==> src/rtl/display_timings_multi.sv <==
// Multi-mode video timing generator: 640x480, 800x600 and 1280x720 with frame-boundary mode switching.
// Define DISPLAY_FRAME_CNT_EN to add the 32-bit frame_cnt output.
module display_timings_multi #(
  parameter int         CORDW    = 16,
  parameter logic [1:0] MODE_RST = 2'd0
) (
  input  logic                    clk_pix,
  input  logic                    rst_pix,
  input  logic [1:0]              mode_req,
  input  logic signed [CORDW-1:0] cmp_line,
  output logic [1:0]              mode_cur,
  output logic                    hsync,
  output logic                    vsync,
  output logic                    de,
  output logic                    frame,
  output logic                    line,
  output logic                    mode_chg,
  output logic                    line_match,
`ifdef DISPLAY_FRAME_CNT_EN
  output logic [31:0]             frame_cnt,
`endif
  output logic signed [CORDW-1:0] sx,
  output logic signed [CORDW-1:0] sy
);

  typedef logic signed [CORDW-1:0] coord_t;
  typedef struct packed {
    coord_t res;
    coord_t fp;
    coord_t sync;
    coord_t bp;
    logic   pos;
  } axis_t;

  localparam coord_t     ONE          = coord_t'(1);
  localparam coord_t     ZERO         = '0;
  localparam logic [1:0] MODE_RST_MAP = (MODE_RST == 2'd3) ? 2'd0 : MODE_RST;

  // Mode 3 and any unlisted code fall back to the 640x480 timing.
  function automatic axis_t axis_of(input logic [1:0] m, input logic vert);
    axis_t a;
    case (m)
      2'd1: a = vert ? '{coord_t'(600), coord_t'(1), coord_t'(4), coord_t'(23), 1'b1}
                     : '{coord_t'(800), coord_t'(40), coord_t'(128), coord_t'(88), 1'b1};
      2'd2: a = vert ? '{coord_t'(720), coord_t'(5), coord_t'(5), coord_t'(20), 1'b1}
                     : '{coord_t'(1280), coord_t'(110), coord_t'(40), coord_t'(220), 1'b1};
      default: a = vert ? '{coord_t'(480), coord_t'(10), coord_t'(2), coord_t'(33), 1'b0}
                        : '{coord_t'(640), coord_t'(16), coord_t'(96), coord_t'(48), 1'b0};
    endcase
    return a;
  endfunction

  function automatic coord_t sta_of(input axis_t a);
    return -(a.fp + a.sync + a.bp);
  endfunction

  logic [1:0] mode_q, mode_d, mode_n;
  coord_t     x_q, x_d, y_q, y_d;
  axis_t      h_c, v_c;
  coord_t     h_sta, v_sta, hs_sta, vs_sta, nxt_h_sta, nxt_v_sta, rst_h_sta, rst_v_sta;
  logic       rst_h_pos, rst_v_pos, hs_act, vs_act, x_last, y_last, frame_c, line_c;

  logic [1:0] mode_cur_q;
  logic       hsync_q, vsync_q, de_q, frame_q, line_q, mode_chg_q, line_match_q;
  coord_t     sx_q, sy_q;

  assign mode_n    = (mode_req == 2'd3) ? 2'd0 : mode_req;
  assign h_c       = axis_of(mode_q, 1'b0);
  assign v_c       = axis_of(mode_q, 1'b1);
  assign h_sta     = sta_of(h_c);
  assign v_sta     = sta_of(v_c);
  assign hs_sta    = h_sta + h_c.fp;
  assign vs_sta    = v_sta + v_c.fp;
  assign nxt_h_sta = sta_of(axis_of(mode_n, 1'b0));
  assign nxt_v_sta = sta_of(axis_of(mode_n, 1'b1));
  assign rst_h_sta = sta_of(axis_of(MODE_RST_MAP, 1'b0));
  assign rst_v_sta = sta_of(axis_of(MODE_RST_MAP, 1'b1));
  assign rst_h_pos = axis_of(MODE_RST_MAP, 1'b0).pos;
  assign rst_v_pos = axis_of(MODE_RST_MAP, 1'b1).pos;

  assign hs_act  = (x_q >= hs_sta) && (x_q < hs_sta + h_c.sync);
  assign vs_act  = (y_q >= vs_sta) && (y_q < vs_sta + v_c.sync);
  assign x_last  = (x_q == h_c.res - ONE);
  assign y_last  = (y_q == v_c.res - ONE);
  assign frame_c = (x_q == h_sta) && (y_q == v_sta);
  assign line_c  = (x_q == h_sta);

  // mode_req is only looked at on the last pixel, so a frame never mixes timings.
  always_comb begin
    x_d    = x_q + ONE;
    y_d    = y_q;
    mode_d = mode_q;
    if (x_last) begin
      x_d = h_sta;
      if (y_last) begin
        mode_d = mode_n;
        x_d    = nxt_h_sta;
        y_d    = nxt_v_sta;
      end else begin
        y_d = y_q + ONE;
      end
    end
  end

  always_ff @(posedge clk_pix) begin
    if (rst_pix) begin
      mode_q       <= MODE_RST_MAP;
      x_q          <= rst_h_sta;
      y_q          <= rst_v_sta;
      mode_cur_q   <= MODE_RST_MAP;
      sx_q         <= rst_h_sta;
      sy_q         <= rst_v_sta;
      hsync_q      <= ~rst_h_pos;
      vsync_q      <= ~rst_v_pos;
      de_q         <= 1'b0;
      frame_q      <= 1'b0;
      line_q       <= 1'b0;
      mode_chg_q   <= 1'b0;
      line_match_q <= 1'b0;
    end else begin
      mode_q       <= mode_d;
      x_q          <= x_d;
      y_q          <= y_d;
      mode_cur_q   <= mode_q;
      sx_q         <= x_q;
      sy_q         <= y_q;
      hsync_q      <= h_c.pos ? hs_act : ~hs_act;
      vsync_q      <= v_c.pos ? vs_act : ~vs_act;
      de_q         <= (x_q >= ZERO) && (y_q >= ZERO);
      frame_q      <= frame_c;
      line_q       <= line_c;
      // mode_cur_q still holds the previous frame's mode on this edge.
      mode_chg_q   <= frame_c && (mode_q != mode_cur_q);
      line_match_q <= line_c && (y_q == cmp_line);
    end
  end

`ifdef DISPLAY_FRAME_CNT_EN
  logic [31:0] frame_cnt_q;
  always_ff @(posedge clk_pix) begin
    if (rst_pix)      frame_cnt_q <= '0;
    else if (frame_c) frame_cnt_q <= frame_cnt_q + 32'd1;
  end
  assign frame_cnt = frame_cnt_q;
`endif

  assign mode_cur   = mode_cur_q;
  assign hsync      = hsync_q;
  assign vsync      = vsync_q;
  assign de         = de_q;
  assign frame      = frame_q;
  assign line       = line_q;
  assign mode_chg   = mode_chg_q;
  assign line_match = line_match_q;
  assign sx         = sx_q;
  assign sy         = sy_q;

endmodule

==> config.mk <==
export PLATFORM = sky130hd
export DESIGN_NAME = display_timings_multi
export DESIGN_NICKNAME = d
export VERILOG_FILES = /design/src/rtl/display_timings_multi.sv
export SDC_FILE = /design/constraint.sdc
export NUM_CORES = 1
export LEC_CHECK = 0
export ABC_AREA = 1
export CORE_ASPECT_RATIO = 1.75
export CORE_UTILIZATION = 55
export CTS_BUF_LIST = sky130_fd_sc_hd__clkbuf_8 sky130_fd_sc_hd__clkbuf_16
export CTS_CLUSTER_SIZE = 40
export DETAILED_ROUTE_END_ITERATION = 10
export DONT_BUFFER_PORTS = 1
export PLACE_DENSITY = 0.77
export SKIP_CTS_REPAIR_TIMING = 1
export SYNTH_ARGS = -nofsm -noshare
export SYNTH_HDL_FRONTEND = slang
export SYNTH_SLANG_ARGS = --single-unit
export TNS_END_PERCENT = 100
==> constraint.sdc <==
create_clock -name clk_pix -period 5.58 [get_ports clk_pix]
set_input_delay 0.837 -clock clk_pix [delete_from_list [all_inputs] [get_ports clk_pix]]
set_output_delay 0.837 -clock clk_pix [all_outputs]
set_load 0.02 [all_outputs]
== After elaboration in Yosys (flattened, before gate mapping) ==
Index checks and enable logic that the tools add are counted.

* Register bits: 75
* Bits of input ports: 20
* Output and inout port bits: 41

* Add/sub/neg operators: 20
* $lt $le $gt $ge: 6
* Equal/unequal tests: 11
* Muxes and demuxes: 10
* Bitwise operators: 2
* Reductions and logical operators: 7

{| class="wikitable"
|+ Operators by type and width
! kind !! count
|-
| $add A16 B16 Y16 || 12
|-
| $pmux W60 S2 || 1
|-
| $pmux W59 S2 || 1
|-
| $eq A16 B16 Y1 || 5
|-
| $pmux W40 S2 || 1
|-
| $pmux W37 S2 || 1
|-
| $neg A16 Y16 || 4
|-
| $mux W16 || 3
|-
| $add A16 B2 Y16 const B || 2
|-
| $ge A16 B1 Y1 const B || 2
|-
| $ge A16 B16 Y1 || 2
|-
| $lt A16 B16 Y1 || 2
|-
| $sub A16 B2 Y16 const B || 2
|-
| $eq A2 B2 Y1 const B || 3
|-
| $logic_and A1 B1 Y1 || 6
|-
| $eq A2 B1 Y1 const B || 2
|-
| $mux W1 || 2
|-
| $mux W2 || 1
|-
| $ne A2 B2 Y1 || 1
|-
| $not A1 Y1 || 2
|-
| $reduce_and A2 Y1 || 1
|}

== Depth between registers and ports, before layout ==
* Depth after elaboration: 11
* Mapped depth: 24
* Gate-level depth less buffers: 24

== Least setup slack after synthesis ==
No wires, ideal clock.

* Path type: register to register
* From: reg mode_q[0]
* To: reg hsync_q, in the netlist hsync
* Library setup time: 0.130 ns
* Arrival: 3.107 ns
* Required time: 5.450 ns
* Setup slack: 2.343 ns
* Cell stages (with the launch flop): 24
* Cells stage by stage: dfxtp_1 -> inv_1 -> ha_1 -> buf_2 -> inv_2 -> ha_1 -> inv_1 -> o21ai_0 -> o21ai_2 -> inv_1 -> nor2_1 -> nand4_1 -> o22ai_1 -> ha_1 -> nand2_1 -> inv_1 -> nand3_1 -> nand2_1 -> a21oi_1 -> nand3_1 -> nand2_1 -> nand3_1 -> nand2_1 -> nand3_1

* Longest elaborated chain between the ends: 11
* Elaborated cells on any way between the ends: 13
* Classes of those cells: 5 x add/sub; 2 x order compare; 2 x eq/ne; 2 x mux; 1 x bitwise; 1 x reduce/logical

{| class="wikitable"
|+ Ends and longest elaborated chain
! element !! line !! RTL
|-
| start: declaration || 57 || <nowiki>logic [1:0] mode_q, mode_d, mode_n;</nowiki>
|-
| start signal: assignment || 121 || <nowiki>mode_q <= mode_d;</nowiki>
|-
| $eq A2 B2 Y1 or $eq A2 B1 Y1 (tied branches) || 42 || <nowiki>case (m)</nowiki>
|-
| $pmux W60 S2 (*) || 42 ||
|-
| $add A16 B16 Y16 (2 in a row) || 54 || <nowiki>return -(a.fp + a.sync + a.bp);</nowiki>
|-
| $neg A16 Y16 || 54 ||
|-
| $add A16 B16 Y16 || 72 || <nowiki>assign hs_sta = h_sta + h_c.fp;</nowiki>
|-
| $add A16 B16 Y16 || 81 || <nowiki>assign hs_act = (x_q >= hs_sta) && (x_q < hs_sta + h_c.sync);</nowiki>
|-
| $lt A16 B16 Y1 || 81 ||
|-
| $logic_and A1 B1 Y1 || 81 ||
|-
| $not A1 Y1 || 127 || <nowiki>hsync_q <= h_c.pos ? hs_act : ~hs_act;</nowiki>
|-
| $mux W1 (*) || 127 ||
|-
| end signal: assignment || 113 || <nowiki>hsync_q <= ~rst_h_pos;</nowiki>
|-
| end signal: assignment || 127 ||
|-
| end: declaration || 64 || <nowiki>logic hsync_q, vsync_q, de_q, frame_q, line_q, mode_chg_q, line_match_q;</nowiki>
|}

Mark *: on every way between the ends. The rest lies on a longest branch, timed or not.
A chain may end at the register's enable or synchronous reset.

== Worst setup path after layout ==
Same ends and word-level chain as after synthesis.

==> impl_metrics.tcl <==
set metrics [dict create \
    critical_path_class "reg2reg" \
    cp_cell_sequence "inv_1, ha_1, buf_4, inv_2, ha_1, inv_1, o21ai_0, o21ai_2, inv_1, nor2_1, nand4_1, o22ai_1, ha_1, nand2_1, inv_1, nand3_1, nand2_1, a21oi_1, nand3_1, nand2_1, nand3_1, nand2_1, nand3_1" \
    final_antenna_net_count 0 \
    cts_tree "built" \
    power_report.internal_total_uw 903 \
    ys.warnings.count 0 \
    via_count_of_the_first_global_routing_pass 5168 \
    cp_data_arrival_time_ns 3.98 \
    seq_power_share 0.460 \
    cp.required_ns 5.79 \
    ff2ff_path_depth 23 \
    p_switching_uw 287 \
    pin_count 61 \
    initial_utilization 0.572 \
    max_cap_viol_count 0 \
    critical_path.max_stage_delay_ns 0.42 \
    hold_viol 0 \
    number_of_cts_inserted_buffers 9 \
    synth-seq-area-share 0.287 \
    most-common-layout-cells "167 x sky130_fd_sc_hd__nand2_1, 94 x sky130_fd_sc_hd__inv_1, 77 x sky130_fd_sc_hd__nor2_1, 75 x sky130_fd_sc_hd__dfxtp_1, 58 x sky130_fd_sc_hd__ha_1" \
    register_area_mm2 0.00150 \
    final_core_util 0.611 \
    clock_power_share 0.509 \
    setup.reg_to_reg.worst_slack_ns 1.81 \
    grt_setup_unrepaired "false" \
    cp_slowest_cell "sky130_fd_sc_hd__dfxtp_1" \
    status "finished, final reports clean" \
    min_period_ns 3.77 \
    worst_slack_ns 1.81 \
    placeableCoreArea_mm2 0.00915 \
    post_synth_num_cell_types 45 \
    number_of_antenna_diodes 0 \
    final.setup.tns_ns 0 \
    cts.htree.levels 3 \
    place.gp.congestion 1.03 \
    setup_viol_count_final 0 \
    crit_path_max_fanout 26 \
    io_buffer_count 0 \
    clk_pin_slew_ns 0.06 \
    max_freq_ghz 0.265 \
    antenna_found_initial 0 \
    fin_worst_hold_slack_ns 0.515 \
    dp_hpwl_mm 12.1 \
    grt_first_pass_wirelength_mm 25.1 \
    critical_path.endpoint_type "flop" \
    multiInputGateArea_mm2 0.00323 \
    syn2layout_area_growth_pct 6.96 \
    final_nets 829 \
    worstSetupEndpoint "hsync" \
    worst_pin_slew_ns 1.25 \
    power.density_mw_per_mm2 213 \
    grt_max_degree 43 \
    drt_first_pass_iters 5 \
    minimum_setup_slack_after_placement_ns 1.88 \
    worst_slew_margin_relative_to_its_limit 0.164 \
    startpoint_type "flop" \
    drtIter0Drc 317 \
    fp-row-count 46 \
    clk_latency_ns 0.35 \
    track_usage 0.345 \
    comb_power_share 0.031 \
    power.total_mw 1.19 \
    crit-reg2reg-capture "hsync" \
    route.detailed.wl_per_inst_um 18.3 \
    via_count 5317 \
    clock-root-buffer "sky130_fd_sc_hd__clkbuf_16" \
    syn-cell-area_mm2 0.00523 \
    ys_seq_elements 75 \
    die_area_mm2 0.00992 \
    grt_remaining_overflow 0 \
    die_width_um 75.7 \
    slew_viol_final 0 \
    finalCritPeriodShare 0.676 \
    drcViolationCount 0 \
    layout_skew_ns 0.0159 \
    power_switching_share 0.241 \
    power_leakage_nw 2.79 \
    peakVddDrop_uv 248 \
    fill_cells 846 \
    hold_path.class "reg2reg" \
    cts_max_path_buffers 2 \
    chip_height_um 131 \
    clock-sinks 75 \
    post_route_cells_drive_above_1_share 0.0648 \
    synthesis.nets 837 \
    netlist_instances 759 \
    synth.avg_cell_area_um2 6.89 \
    routed_via_density 6.07 \
    crit-reg2reg-launch "mode_q[0]" \
    leading_cell_type_in_the_layout_fill_and_taps_excluded "sky130_fd_sc_hd__nand2_1" \
    drt_wl_total_mm 16.0 \
    timing.critical_path.from "mode_q[0]" \
]
[synthesized netlist by cell type]
cell type                   instances  area (µm²)
sky130_fd_sc_hd__a22o_1             1        8.76
sky130_fd_sc_hd__buf_6              1        11.3
sky130_fd_sc_hd__o31ai_1            2        15.0
sky130_fd_sc_hd__a31oi_1            7        43.8
sky130_fd_sc_hd__a31o_2             3        26.3
sky130_fd_sc_hd__nor4_2             1        12.5
sky130_fd_sc_hd__a221oi_1           4        35.0
sky130_fd_sc_hd__clkinv_1           1        3.75
sky130_fd_sc_hd__nand2_1          167         627
sky130_fd_sc_hd__nor3_1            14        70.1
sky130_fd_sc_hd__nor3_2             1        10.0
sky130_fd_sc_hd__a21oi_1           28         140
sky130_fd_sc_hd__or2_1              1        6.26
sky130_fd_sc_hd__nor2_2             6        37.5
sky130_fd_sc_hd__o21ai_2            2        17.5
sky130_fd_sc_hd__nor4_1             7        43.8
sky130_fd_sc_hd__nand3b_1           1        7.51
sky130_fd_sc_hd__nand3_2            1        10.0
sky130_fd_sc_hd__o21ai_1            8        40.0
sky130_fd_sc_hd__o2111ai_1          3        26.3
sky130_fd_sc_hd__inv_1             93         349
sky130_fd_sc_hd__o211ai_1           7        52.6
sky130_fd_sc_hd__o21ai_0           28         140
sky130_fd_sc_hd__nand2_2            2        12.5
sky130_fd_sc_hd__or2_2              3        18.8
sky130_fd_sc_hd__buf_2             12        60.1
sky130_fd_sc_hd__xor2_1            24         210
sky130_fd_sc_hd__dfxtp_1           75        1500
sky130_fd_sc_hd__inv_2             11        41.3
sky130_fd_sc_hd__buf_1              2        7.51
sky130_fd_sc_hd__o31ai_2            1        12.5
sky130_fd_sc_hd__buf_4              1        7.51
sky130_fd_sc_hd__o22ai_1            6        37.5
sky130_fd_sc_hd__o21bai_1           2        15.0
sky130_fd_sc_hd__nor2_1            77         289
sky130_fd_sc_hd__nand4_1           25         156
sky130_fd_sc_hd__and3_1             1        6.26
sky130_fd_sc_hd__a211oi_1           3        22.5
sky130_fd_sc_hd__xnor2_1            7        61.3
sky130_fd_sc_hd__a21o_1             1        7.51
sky130_fd_sc_hd__clkbuf_1           6        22.5
sky130_fd_sc_hd__o21a_1             1        7.51
sky130_fd_sc_hd__nand3_1           53         265
sky130_fd_sc_hd__nor4b_1            1        8.76
sky130_fd_sc_hd__ha_1              58         726
[state kept, by name, indices dropped and copies added, names as in the netlist]
| name | count |
|---|---|
| hsync | 1 |
| mode_chg | 1 |
| line | 1 |
| x_q | 16 |
| y_q | 16 |
| de | 1 |
| mode_q | 2 |
| vsync | 1 |
| sy | 16 |
| line_match | 1 |
| sx | 16 |
| frame | 1 |
| mode_cur | 2 |
[routing by layer]
metal  track usage  vias up  routed length, µm  part of all wire
met4         0.286        0               1210             0.075
met1         0.337     2472               5490              0.34
met2         0.603      248               8400              0.52
met5             0        -                  0                 0
li1              -     2507                  -                 -
met3        0.0698       90                915             0.057
[cell families after synthesis]
logic type,count (synthesis),share of synthesized area
buffers and inverters,127,0.0961
AOI/OAI and AO/OA,107,0.124
adders and majority gates,58,0.139
xor gates and xnor gates,31,0.0519
DFF,75,0.287
and+or+nand+nor,361,0.302
[per-stage QoR]
stage	instances	instance area, µm²
5_1_grt	876	5600
6_report	876	5600
2_1_floorplan	759	5230
3_5_place_dp	860	5300
3_3_place_gp	860	5300
4_1_cts	876	5600
[final cells by class]
class	instances	area share
multi-input cells	557	0.577
clock inverters	7	0.0134
repair buffers	3	0.00403
clock buffers	9	0.0403
inverters	105	0.0704
well taps	120	0.0268
flip-flops and latches	75	0.268
[critical path: cells and delay by family, from the launching register on]
kind,cells,cell delay [ns]
flip-flops,1,0.42
AO/OA/AOI/OAI,4,0.63
adder cells (fa/ha/maj),3,0.83
AND/OR/NAND/NOR,10,0.81
buffers and inverters,6,0.91
[worst min-delay path by stage]
stage	cells after the start	slack, ns	to	start
6_report	1	0.52	x_q[0]	x_q[0]
4_1_cts	1	0.52	x_q[0]	x_q[0]
5_1_grt	1	0.54	x_q[0]	x_q[0]
3_5_place_dp	1	0.52	x_q[0]	x_q[0]
2_1_floorplan	1	0.45	x_q[0]	x_q[0]
3_3_place_gp	1	0.48	x_q[0]	x_q[0]
[power groups by stage]
stage	sequential (mW)	clock (mW)	combinational, mW
detailed placement	0.560	0	0.0353
CTS	0.547	0.600	0.0355
global placement	0.559	0	0.0342
floorplan	0.558	0	0.0279
finish	0.548	0.606	0.0366
global route	0.548	0.627	0.0391
Power figures use the tool's default switching activity.
